## src/rtl/cpu_pkg.sv

```systemverilog
// Shared widths, reset vector and fetch-entry layout for the 16-bit stack CPU front end.
package cpu_pkg;

  localparam int WORD_W     = 16;
  localparam int ADDR_W     = 16;
  localparam int FIFO_DEPTH = 2;
  localparam logic [ADDR_W-1:0] RESET_PC = 16'h0000;

  // Prefetch FIFO entry: fetch address in the upper half, instruction word in the lower half.
  typedef struct packed {
    logic [ADDR_W-1:0] addr;
    logic [WORD_W-1:0] instr;
  } fetch_entry_t;

endpackage

```

## src/rtl/fetch_fifo.sv

```systemverilog
// Small synchronous FIFO holding fetched {addr, instr} entries; flush wins over push/pop.
module fetch_fifo #(
  parameter int W     = 32,
  parameter int DEPTH = 2,
  localparam int CNT_W = $clog2(DEPTH + 1)
) (
  input  logic             clk,
  input  logic             rst,
  input  logic             flush,
  input  logic             push,
  input  logic             pop,
  input  logic [W-1:0]     wdata,
  output logic [W-1:0]     head,
  output logic [CNT_W-1:0] count,
  output logic             empty
);

  localparam int PTR_W = $clog2(DEPTH);

  logic [W-1:0]     mem [DEPTH];
  logic [PTR_W-1:0] rd_ptr;
  logic [PTR_W-1:0] wr_ptr;
  logic             full;
  logic             do_push;
  logic             do_pop;

  // Pointers wrap explicitly so DEPTH need not be a power of two.
  function automatic logic [PTR_W-1:0] next_ptr(input logic [PTR_W-1:0] p);
    return (p == PTR_W'(DEPTH - 1)) ? '0 : p + 1'b1;
  endfunction

  assign empty   = (count == '0);
  assign full    = (count == CNT_W'(DEPTH));
  assign do_pop  = pop && !empty;
  assign do_push = push && (!full || do_pop);
  assign head    = mem[rd_ptr];

  always_ff @(posedge clk) begin
    if (rst) begin
      rd_ptr <= '0;
      wr_ptr <= '0;
      count  <= '0;
      for (int i = 0; i < DEPTH; i++) begin
        mem[i] <= '0;
      end
    end else if (flush) begin
      rd_ptr <= '0;
      wr_ptr <= '0;
      count  <= '0;
    end else begin
      if (do_push) begin
        mem[wr_ptr] <= wdata;
        wr_ptr      <= next_ptr(wr_ptr);
      end
      if (do_pop) begin
        rd_ptr <= next_ptr(rd_ptr);
      end
      case ({do_push, do_pop})
        2'b10:   count <= count + 1'b1;
        2'b01:   count <= count - 1'b1;
        default: count <= count;
      endcase
    end
  end

endmodule

```

## src/rtl/instr_fetch.sv

```systemverilog
// Fetch stage: drives the 1-cycle-latency program memory, buffers returned words and
// hands them to the core; a redirect flushes buffered and in-flight fetches.
module instr_fetch #(
  parameter int DATA_W = cpu_pkg::WORD_W,
  parameter int ADDR_W = cpu_pkg::ADDR_W,
  parameter int DEPTH  = cpu_pkg::FIFO_DEPTH,
  parameter logic [ADDR_W-1:0] RESET_PC = cpu_pkg::RESET_PC
) (
  input  logic              i_clock,
  input  logic              i_reset,
  output logic              o_mem_req,
  output logic [ADDR_W-1:0] o_mem_addr,
  input  logic [DATA_W-1:0] i_mem_data,
  output logic [DATA_W-1:0] o_instr,
  output logic [ADDR_W-1:0] o_instr_addr,
  output logic              o_valid,
  input  logic              i_ready,
  input  logic              i_redirect,
  input  logic [ADDR_W-1:0] i_redirect_addr,
  output logic [ADDR_W-1:0] o_ip
);

  localparam int ENTRY_W = ADDR_W + DATA_W;
  localparam int CNT_W   = $clog2(DEPTH + 1);
  localparam int OCC_W   = CNT_W + 1;

  logic [ADDR_W-1:0]  fetch_pc;
  logic [ADDR_W-1:0]  inflight_addr;
  logic               inflight;
  logic               pop;
  logic               push;
  logic               empty;
  logic [CNT_W-1:0]   count;
  logic [ENTRY_W-1:0] head;
  logic [OCC_W-1:0]   occupancy;

  // Handshake: the head transfers on a cycle where o_valid && i_ready; o_valid never
  // depends on i_ready, and is forced low during reset and redirect cycles.
  assign o_valid = !i_reset && !empty && !i_redirect;
  assign pop     = o_valid && i_ready;
  assign push    = inflight && !i_redirect;

  // Credit check counts the slot freed by this cycle's pop, so a full-rate stream
  // keeps one word buffered and one in flight.
  assign occupancy = OCC_W'(count) + OCC_W'(inflight) - OCC_W'(pop);
  assign o_mem_req = !i_reset && !i_redirect && (occupancy < OCC_W'(DEPTH));

  assign o_mem_addr   = fetch_pc;
  assign o_ip         = fetch_pc;
  assign o_instr      = head[DATA_W-1:0];
  assign o_instr_addr = head[ENTRY_W-1:DATA_W];

  always_ff @(posedge i_clock) begin
    if (i_reset) begin
      fetch_pc      <= RESET_PC;
      inflight      <= 1'b0;
      inflight_addr <= RESET_PC;
    end else begin
      inflight <= o_mem_req;
      if (o_mem_req) begin
        inflight_addr <= fetch_pc;
      end
      if (i_redirect) begin
        fetch_pc <= i_redirect_addr;
      end else if (o_mem_req) begin
        fetch_pc <= fetch_pc + 1'b1;
      end
    end
  end

  fetch_fifo #(
    .W     (ENTRY_W),
    .DEPTH (DEPTH)
  ) u_fifo (
    .clk   (i_clock),
    .rst   (i_reset),
    .flush (i_redirect),
    .push  (push),
    .pop   (pop),
    .wdata ({inflight_addr, i_mem_data}),
    .head  (head),
    .count (count),
    .empty (empty)
  );

endmodule

```

## config.mk

```make
export PLATFORM = sky130hd
export DESIGN_NAME = instr_fetch
export DESIGN_NICKNAME = d
export VERILOG_FILES = /design/src/rtl/cpu_pkg.sv /design/src/rtl/fetch_fifo.sv /design/src/rtl/instr_fetch.sv
export SDC_FILE = /design/constraint.sdc
export NUM_CORES = 1
export LEC_CHECK = 0
export CORE_MARGIN = 1.5
export CORE_UTILIZATION = 40
export DETAILED_ROUTE_END_ITERATION = 8
export PLACE_DENSITY = 0.65
export SYNTH_ARGS = -nofsm -noshare
export SYNTH_HDL_FRONTEND = slang
export SYNTH_HIERARCHICAL = 1
export SYNTH_SLANG_ARGS = --single-unit
```

## constraint.sdc

```tcl
create_clock -name i_clock -period 5.3 [get_ports i_clock]
set_input_delay 0.795 -clock i_clock [delete_from_list [all_inputs] [get_ports i_clock]]
set_output_delay 0.795 -clock i_clock [all_outputs]
set_load 0.05 [all_outputs]
```

==> results_dict.tcl <==
set metrics [dict create \
    tightest_slew_ns 0.833 \
    synth_compound_area_share_pct 7.78 \
    power_leakage_nw 2.19 \
    dpl.hpwl_um 6640 \
    syn_inst 427 \
    place_ws_ns 0.787 \
    drt_first_pass_iters 4 \
    gp_congestion 0.837 \
    grt.overflow.total 0 \
    wl_um 10300 \
    synth_top_area_cell "edfxtp_1" \
    cts-htree-levels 3 \
    syn_area_per_cell_um2 11.4 \
    synth_adder_area_share_pct 0.927 \
    ir_drop_v 0.000126 \
    cts_buffers 9 \
    min_period_over_period_pct 85.2 \
    route.met2.wl_um 4810 \
    muxShareOfSynthArea_pct 7.83 \
    fin_util_pct 51.2 \
    drv_cap 0 \
    synth-seq-cells 102 \
    crit_fanout 11 \
    dp.cells 639 \
    endpoint_kind "output port" \
    worstSetupStartpointType "input pin" \
    wire_per_inst_um 15.7 \
    synth_top_area_share_pct 39.5 \
    cts-hold-fix-buffers 0 \
    hold_class "reg -> reg" \
    antenna_left 0 \
    fin_cells 655 \
    clockBufferDepth 2 \
    yosysSeqAreaShare_pct 55.2 \
    final_area_um2 6100 \
    yosys.cell_types.count 49 \
    cts_tree "done" \
    fin_nets 542 \
    antenna_found_initial 0 \
    synth_top_flop_cell "edfxtp_1" \
    highest_layer "met4" \
    postCtsSetupBuffers 0 \
    initial_core_util_pct 40.8 \
    cts_root_buf "clkbuf_16" \
    finalPower_mw 1.74 \
    setup-tns-final_ns 0 \
    synth_xor_area_share_pct 0.360 \
    die_width_um 113 \
    rows 40 \
    cts_sinks 102 \
    min_period_ns 4.52 \
    first_global_vias 3272 \
    critPathKind "in -> out" \
    via_per_inst 5.18 \
    finalHoldViolCount 0 \
    synthesis.nets 466 \
    synth_top_family_by_area "simple AND/OR/NAND/NOR gates" \
    rsz0062_at_grt "false" \
    drive_above_1_share_pct 19.3 \
    yosys_warnings 6 \
    cts_resized 0 \
    io_pins 102 \
    met1Wirelength_um 4750 \
    drc 0 \
    die_area_um2 12800 \
    required_ns 4.51 \
    ys_top_cells_by_area "edfxtp_1 40%, dfxtp_1 16%, mux2_2 7.4%" \
    port-buffer-count 101 \
    whs_ns 0.464 \
    fmax_mhz 221 \
    diodes 0 \
    setup_slack_ns 0.784 \
    clkTransAtPathRegs_ns 0.06 \
    grt_pass1_wl_um 16300 \
    die_h_um 113 \
    finalClockSkew_ns 0.00784 \
    n_fill_cell 1096 \
    grt_max_degree 38 \
    clk_latency_ns 0.34 \
    outcome "finished clean" \
    drt_iter0_markers 167 \
    area_growth_pct 25.4 \
    synth_enable_flop_cells 64 \
    relSlewSlack_pct 44.5 \
    num_vias 3396 \
    core_area_um2 11900 \
    p_per_area_nw_per_um2 286 \
    synthArstFlopShare_pct 0 \
    slew_viol_final 0 \
    dr_wl_met3_um 515 \
    track_usage_pct 16.1 \
    arrival_ns 3.72 \
    synth-simple-area-share_pct 21.7 \
    placed_area_um2 5840 \
    syn_area_um2 4860 \
    setup_viol 0 \
]
power by group:
part / switching, mW / internal (mW)
sequential: 0.0262 / 0.872
clock: 0.277 / 0.312
combinational: 0.161 / 0.0942
total: 0.464 / 1.28
synth_stat cells, types with 7 or more instances:
| library cell | n |
|---|---|
| a21oi_1 | 27 |
| and2_4 | 23 |
| nand3_1 | 10 |
| buf_2 | 7 |
| mux2_2 | 32 |
| nor3_1 | 9 |
| nand2_1 | 47 |
| clkbuf_1 | 13 |
| inv_1 | 8 |
| and2_2 | 19 |
| edfxtp_1 | 64 |
| dfxtp_1 | 38 |
| o21ai_0 | 7 |
| and2_1 | 26 |
| buf_4 | 16 |
| a31oi_1 | 8 |
final timing paths:
kind | startpoint | end | slack, ns | cells after the start
setup / recovery | i_redirect | o_mem_req | 0.78 | 10
hold reg to reg | inflight_addr[14]$_SDFFE_PP0P_ | inflight_addr[14]$_SDFFE_PP0P_ | 0.46 | 2
hold / removal | inflight_addr[14]$_SDFFE_PP0P_ | inflight_addr[14]$_SDFFE_PP0P_ | 0.46 | 2
setup reg to reg | u_fifo/count[1]$_SDFFE_PP0P_ | o_ip[7]$_SDFFE_PP0P_ | 1.48 | 11
metal layers:
layer  vias up  global-route usage [%]
met5         -                       0
met4         0                    6.08
met3        15                    2.73
met2       114                    25.8
met1      1607                    22.0
li1       1660                       -
cells by family after synthesis:
family	Yosys count
mux	34
simple gates	174
buf+inv	50
flops	102
xor+xnor	2
compound gates	62
fa+ha+maj	3
critical path: stages:
cell and delay [ns]:
clkdlybuf4s50_1 0.44, nor3_1 0.23, and2_1 0.28, ha_1 0.26, nand2b_1 0.15, fa_1 0.47
or3b_1 0.51, or2_1 0.30, inv_1 0.13, buf_12 0.15
placed cells by master, fill, tap and decap left out, types with 6 or more instances in the layout:
cell	synthesis	layout
and2_1	26	26
edfxtp_1	64	64
nand2_1	47	47
mux2_2	32	32
clkbuf_16	0	9
nand3_1	10	10
dfxtp_1	38	38
clkdlybuf4s50_1	0	100
and2_4	23	23
buf_4	16	6
inv_1	8	8
nor3_1	9	9
a21oi_1	27	27
o21ai_0	7	7
a31oi_1	8	8
and2_2	19	19
registers in the layout, summed over array words and instances, names as in the netlist, named ones only:
register	cells
inflight	1
inflight_addr	16
o_ip	16
u_fifo/count	2
u_fifo/mem	64
u_fifo/rd_ptr	1
u_fifo/wr_ptr	1
final cells by class:
type,instances,area (um^2),share of cell area (%)
Clock buffer,10,229,3.76
Clock inverter,6,28.8,0.472
Inverter,8,30.0,0.493
Multi-Input combinational cell,275,1880,30.8
Sequential cell,102,2680,44.0
Tap cell,147,184,3.02
Timing Repair Buffer,107,1070,17.5
(Power assumes the default switching activity.)
